[src/rtl/fetch_pc_select_dreg.sv]
// Fetch-stage glue for the pipelined Y86-64 core: holds the F register (predicted PC),
// selects the PC presented to fetch, and captures fetch results into the D register.
// A two-state FSM stops fetching after a halt, illegal or address-error instruction and
// resumes on the next mispredict or ret redirect.
module fetch_pc_select_dreg #(
  parameter logic [63:0] RESET_PC = 64'd0,
  parameter logic [3:0]  RNONE    = 4'hF
) (
  input  logic        i_clock,
  input  logic        i_reset,
  // Fetched instruction fields, combinational in o_pc_val
  input  logic [3:0]  i_f_icode,
  input  logic [3:0]  i_f_ifun,
  input  logic [3:0]  i_f_rA,
  input  logic [3:0]  i_f_rB,
  input  logic [63:0] i_f_valC,
  input  logic [63:0] i_f_valP,
  input  logic        i_f_instr_valid,
  input  logic        i_f_mem_error,
  // Later-stage redirect sources
  input  logic [3:0]  i_M_icode,
  input  logic        i_M_cnd,
  input  logic [63:0] i_M_valA,
  input  logic [3:0]  i_W_icode,
  input  logic [63:0] i_W_valM,
  // Hazard-unit controls
  input  logic        i_F_stall,
  input  logic        i_D_stall,
  input  logic        i_D_bubble,
  // Fetch PC and pipeline register contents
  output logic [63:0] o_pc_val,
  output logic [63:0] o_F_predPC,
  output logic [3:0]  o_D_icode,
  output logic [3:0]  o_D_ifun,
  output logic [3:0]  o_D_rA,
  output logic [3:0]  o_D_rB,
  output logic [63:0] o_D_valC,
  output logic [63:0] o_D_valP,
  output logic [2:0]  o_D_stat,
  output logic        o_fetch_stopped
);

  localparam logic [3:0] IHALT = 4'h0;
  localparam logic [3:0] INOP  = 4'h1;
  localparam logic [3:0] IJXX  = 4'h7;
  localparam logic [3:0] ICALL = 4'h8;
  localparam logic [3:0] IRET  = 4'h9;

  localparam logic [2:0] SAOK = 3'd1;
  localparam logic [2:0] SHLT = 3'd2;
  localparam logic [2:0] SADR = 3'd3;
  localparam logic [2:0] SINS = 3'd4;

  typedef enum logic [0:0] {
    StFetching,
    StStopped
  } state_e;

  state_e      r_state;
  state_e      w_state_next;

  logic        w_mispredict;
  logic        w_ret;
  logic        w_redirect;
  logic        w_fetching;
  logic        w_d_load;

  logic [63:0] w_f_predPC;
  logic [2:0]  w_f_stat;
  logic [3:0]  w_f_icode_eff;
  logic [3:0]  w_f_ifun_eff;
  logic [3:0]  w_f_rA_eff;
  logic [3:0]  w_f_rB_eff;

  logic [63:0] r_F_predPC;
  logic [3:0]  r_D_icode;
  logic [3:0]  r_D_ifun;
  logic [3:0]  r_D_rA;
  logic [3:0]  r_D_rB;
  logic [63:0] r_D_valC;
  logic [63:0] r_D_valP;
  logic [2:0]  r_D_stat;

  // Redirect sources: a not-taken jXX in M outranks a ret completing in W.
  always_comb begin
    w_mispredict = (i_M_icode == IJXX) && !i_M_cnd;
    w_ret        = (i_W_icode == IRET);
    w_redirect   = w_mispredict || w_ret;
    if (w_mispredict) begin
      o_pc_val = i_M_valA;
    end else if (w_ret) begin
      o_pc_val = i_W_valM;
    end else begin
      o_pc_val = r_F_predPC;
    end
  end

  // Decode fetch results: next-PC prediction, status and the fields D will capture.
  always_comb begin
    w_f_predPC = ((i_f_icode == IJXX) || (i_f_icode == ICALL)) ? i_f_valC : i_f_valP;

    if (i_f_mem_error) begin
      w_f_stat = SADR;
    end else if (!i_f_instr_valid) begin
      w_f_stat = SINS;
    end else if (i_f_icode == IHALT) begin
      w_f_stat = SHLT;
    end else begin
      w_f_stat = SAOK;
    end

    // An address error carries no real instruction, so it travels down as a NOP.
    w_f_icode_eff = i_f_mem_error ? INOP : i_f_icode;
    w_f_ifun_eff  = i_f_mem_error ? 4'h0 : i_f_ifun;

    // Instructions without register operands present RNONE so hazard logic sees no use.
    if ((w_f_icode_eff == IHALT) || (w_f_icode_eff == INOP) || (w_f_icode_eff == IJXX) ||
        (w_f_icode_eff == ICALL) || (w_f_icode_eff == IRET)) begin
      w_f_rA_eff = RNONE;
      w_f_rB_eff = RNONE;
    end else begin
      w_f_rA_eff = i_f_rA;
      w_f_rB_eff = i_f_rB;
    end
  end

  // FSM state register.
  always_ff @(posedge i_clock) begin
    if (i_reset) begin
      r_state <= StFetching;
    end else begin
      r_state <= w_state_next;
    end
  end

  // FSM next state: stop once a non-AOK instruction actually enters D; a redirect restarts.
  always_comb begin
    w_state_next = r_state;
    if (w_fetching) begin
      if (w_d_load && (w_f_stat != SAOK)) begin
        w_state_next = StStopped;
      end else begin
        w_state_next = StFetching;
      end
    end
  end

  // FSM outputs: a redirect while stopped is fetched and captured in the same cycle.
  always_comb begin
    w_fetching      = (r_state == StFetching) || w_redirect;
    w_d_load        = w_fetching && !i_D_stall && !i_D_bubble;
    o_fetch_stopped = (r_state == StStopped);
  end

  // F register: advances only while fetching and not stalled.
  always_ff @(posedge i_clock) begin
    if (i_reset) begin
      r_F_predPC <= RESET_PC;
    end else if (!i_F_stall && w_fetching) begin
      r_F_predPC <= w_f_predPC;
    end
  end

  // D register: stall holds, bubble or stopped fetch inserts a NOP, otherwise capture.
  always_ff @(posedge i_clock) begin
    if (i_reset) begin
      r_D_icode <= INOP;
      r_D_ifun  <= 4'h0;
      r_D_rA    <= RNONE;
      r_D_rB    <= RNONE;
      r_D_valC  <= 64'd0;
      r_D_valP  <= 64'd0;
      r_D_stat  <= SAOK;
    end else if (i_D_stall) begin
      r_D_icode <= r_D_icode;
    end else if (w_d_load) begin
      r_D_icode <= w_f_icode_eff;
      r_D_ifun  <= w_f_ifun_eff;
      r_D_rA    <= w_f_rA_eff;
      r_D_rB    <= w_f_rB_eff;
      r_D_valC  <= i_f_valC;
      r_D_valP  <= i_f_valP;
      r_D_stat  <= w_f_stat;
    end else begin
      r_D_icode <= INOP;
      r_D_ifun  <= 4'h0;
      r_D_rA    <= RNONE;
      r_D_rB    <= RNONE;
      r_D_valC  <= 64'd0;
      r_D_valP  <= 64'd0;
      r_D_stat  <= SAOK;
    end
  end

  assign o_F_predPC = r_F_predPC;
  assign o_D_icode  = r_D_icode;
  assign o_D_ifun   = r_D_ifun;
  assign o_D_rA     = r_D_rA;
  assign o_D_rB     = r_D_rB;
  assign o_D_valC   = r_D_valC;
  assign o_D_valP   = r_D_valP;
  assign o_D_stat   = r_D_stat;

endmodule
[config.mk]
export PLATFORM = sky130hd
export DESIGN_NAME = fetch_pc_select_dreg
export DESIGN_NICKNAME = d
export VERILOG_FILES = /design/src/rtl/fetch_pc_select_dreg.sv
export SDC_FILE = /design/constraint.sdc
export NUM_CORES = 1
export LEC_CHECK = 0
export ABC_AREA = 0
export CORE_AREA = 2 2 221 223
export CTS_BUF_LIST = sky130_fd_sc_hd__clkbuf_4 sky130_fd_sc_hd__clkbuf_8 sky130_fd_sc_hd__clkbuf_16
export DETAILED_ROUTE_END_ITERATION = 10
export DIE_AREA = 0 0 223 225
export PLACE_DENSITY = 0.45
export SLEW_MARGIN = 40
export SYNTH_ARGS = -nofsm -noshare
export SYNTH_HDL_FRONTEND = slang
export SYNTH_SLANG_ARGS = --single-unit
[constraint.sdc]
create_clock -name i_clock -period 4.8 [get_ports i_clock]
set_clock_uncertainty 0.15 [all_clocks]
set_input_delay 0.96 -clock i_clock [delete_from_list [all_inputs] [get_ports i_clock]]
set_output_delay 0.96 -clock i_clock [all_outputs]
set_load 0.05 [all_outputs]
==> flow_summary.json <==
{
  "period_share": 0.914,
  "layout.nets": 1745,
  "power_leakage_nw": 5.94,
  "core_area_um2": 47500,
  "clkPwrFrac": 0.368,
  "intPower_w": 0.00375,
  "placed_cell_area_um2": 15600,
  "setup_viol": 0,
  "max_stage_delay_ps": 590,
  "relSlewSlack": 0.482,
  "cts_resized": 0,
  "die_y_um": 225,
  "finalSetupTns_ps": 0,
  "vias": 9694,
  "ys_seq_area_frac": 0.483,
  "vdd_drop_max_uv": 185,
  "io_buffer_count": 563,
  "synth_area_leaders": "dfxtp_1 (48%), a22o_1 (13%), mux2i_1 (7.4%)",
  "io_pins": 564,
  "die_w_um": 223,
  "cts.htree.levels": 1,
  "p_comb_frac": 0.282,
  "crit_arrival_ps": 3280,
  "hold_path.class": "reg2reg",
  "netlist_instances": 935,
  "power_w": 0.00552,
  "initial_core_util": 0.185,
  "tightest_slew_ps": 773,
  "path_buf_inv": 3,
  "min_period_ps": 4390,
  "synth_common_cells": "dfxtp_1 (212), a22o_1 (135), nand2_1 (129)",
  "grt_pass1_vias": 10100,
  "crit_fanout": 15,
  "grt_max_degree": 75,
  "synth_area_leader_cell": "dfxtp_1",
  "worst_hold_slack_ps": 310,
  "critPathTopFamily": "buffers and inverters",
  "critPathLaunchType": "input pin",
  "insertion_delay_ps": 540,
  "synth_most_common_cell": "dfxtp_1",
  "drt_iter0_drc": 449,
  "grt_pass1_wl_um": 68000,
  "path_cells": "clkdlybuf4s50_1 -> nor4bb_4 -> buf_4 -> mux2i_1 -> o21ai_0 -> buf_12",
  "p_sw_frac": 0.321,
  "rows": 80,
  "slew_violations": 0,
  "synth_ff_type": "dfxtp_1",
  "postRouteAntennaNets": 0,
  "yosys.cell_types.count": 32,
  "synth_edf_count": 0,
  "syn-num-nets": 1223,
  "dp_hpwl_um": 34500,
  "drc": 0,
  "synth_area_um2": 8790,
  "hold_viol_final": 0,
  "end_kind": "output pin",
  "ys_ff_latch": 212,
  "p_switching_w": 0.00177,
  "antennaDiodeCount": 0,
  "yosysTopAreaCellShare": 0.483,
  "power.density_nw_per_um2": 336,
  "worst_path_max_delay_cell": "nor4bb_4",
  "cts_tree": "done",
  "synth.avg_cell_area_um2": 9.40,
  "cts_root_buf": "clkbuf_16",
  "drive_gt1_frac": 0.0990,
  "rsz0062_at_grt": "no",
  "cts-buffers-inserted": 26,
  "critical_path_class": "in2out",
  "via_per_inst": 4.64,
  "max_freq_mhz": 228,
  "wl_um": 46800,
  "p_seq_frac": 0.350,
  "routedWlPerCell_um": 22.4,
  "ys_warn_count": 0,
  "layoutNonFillerInstCount": 2090,
  "drv_cap": 0,
  "cts-hold-fix-buffers": 0,
  "status": "completed",
  "ff2ff_setup_slack_ps": 2960,
  "gp_congestion": 0.851,
  "synthArstFlopShare": 0,
  "die_area_um2": 50200,
  "clk_pin_slew_ps": 60,
  "cts_max_path_buffers": 3,
  "first_pass_iters": 5,
  "final_area_um2": 16400,
  "antenna_found_initial": 0,
  "gr-total-overflow": 0,
  "grt_use_total": 0.178,
  "postCtsSetupRepairBufs": 0,
  "area_growth_pct": 87.0,
  "cts_sinks": 212,
  "dpl.cell_count": 2044,
  "cp.required_ps": 3690
}
==> layout make-up <==
cell class	count	area [um^2]
clock buffers	39	791
clock inverters	7	87.6
fillers	4874	31100
inverters	4	15.0
multi-input cells	622	4160
flip-flops and latches	212	4240
well taps	615	769
repair buffers	591	6360
==> power by group through the flow <==
stage / clock network, W / logic, W / registers [W]
after detailed placement: 0 / 0.00157 / 0.00197
after CTS: 0.00210 / 0.00157 / 0.00194
after floorplan: 0 / 0.000466 / 0.00227
final: 0.00203 / 0.00156 / 0.00193
after global routing: 0.00215 / 0.00163 / 0.00195
after global placement: 0 / 0.00156 / 0.00197
==> registers in the layout, indices dropped and copies added (netlist names) <==
register and flops:
o_D_icode 4, o_D_valC 64, o_F_predPC 64, o_D_rB 4, o_D_ifun 4, o_fetch_stopped 1
o_D_valP 64, o_D_rA 4, o_D_stat 3
==> cell families (layout without fill, tap and decap cells) <==
kind of cell    after synthesis  in the layout  share of synthesized area
simple gates                150            150                     0.0723
mux                          65             65                     0.0740
compound gates              407            407                      0.322
buf+inv                     101            641                     0.0487
flops                       212            212                      0.483
==> worst register-to-register path: cells and delay by family (launching register included) <==
kind,cells,cell delay (ps)
compound gates,2,400
buf+inv,1,390
flops,1,340
simple gates,1,410
==> metrics by stage <==
step                      setup slack, ps   util
final                                 414  0.346
after global routing                  240  0.346
after CTS                             361  0.346
after detailed placement              357  0.327
after global placement                380  0.327
after floorplan                       777      -
==> layout by cell type (no fill, tap or decap), drive strengths merged, types with 3 or more instances in the layout <==
cell type,instances
nand2,129
nor3,3
nor2,8
dfxtp,212
o22a,8
o21ai,129
a311oi,63
clkinv,4
a21oi,66
inv,4
clkbuf,39
clkdlybuf4s50,501
a22o,135
buf,90
mux2i,65
==> per-layer routing <==
layer	global-route usage	routed length, um	vias up
li1	-	-	4579
met3	0.0501	3520	50
met4	0.0392	1010	0
met2	0.311	22600	392
met1	0.217	19600	4673
met5	0	0	-
==> final timing paths <==
check / start / end / depth (start not counted)
setup / recovery: i_W_icode[2] / o_pc_val[63] / 6
hold / removal: o_D_stat[1] / o_D_stat[1] / 2
setup reg to reg: o_fetch_stopped / o_F_predPC[27] / 4
hold reg to reg: o_D_stat[1] / o_D_stat[1] / 2
(Power assumes the default switching activity.)
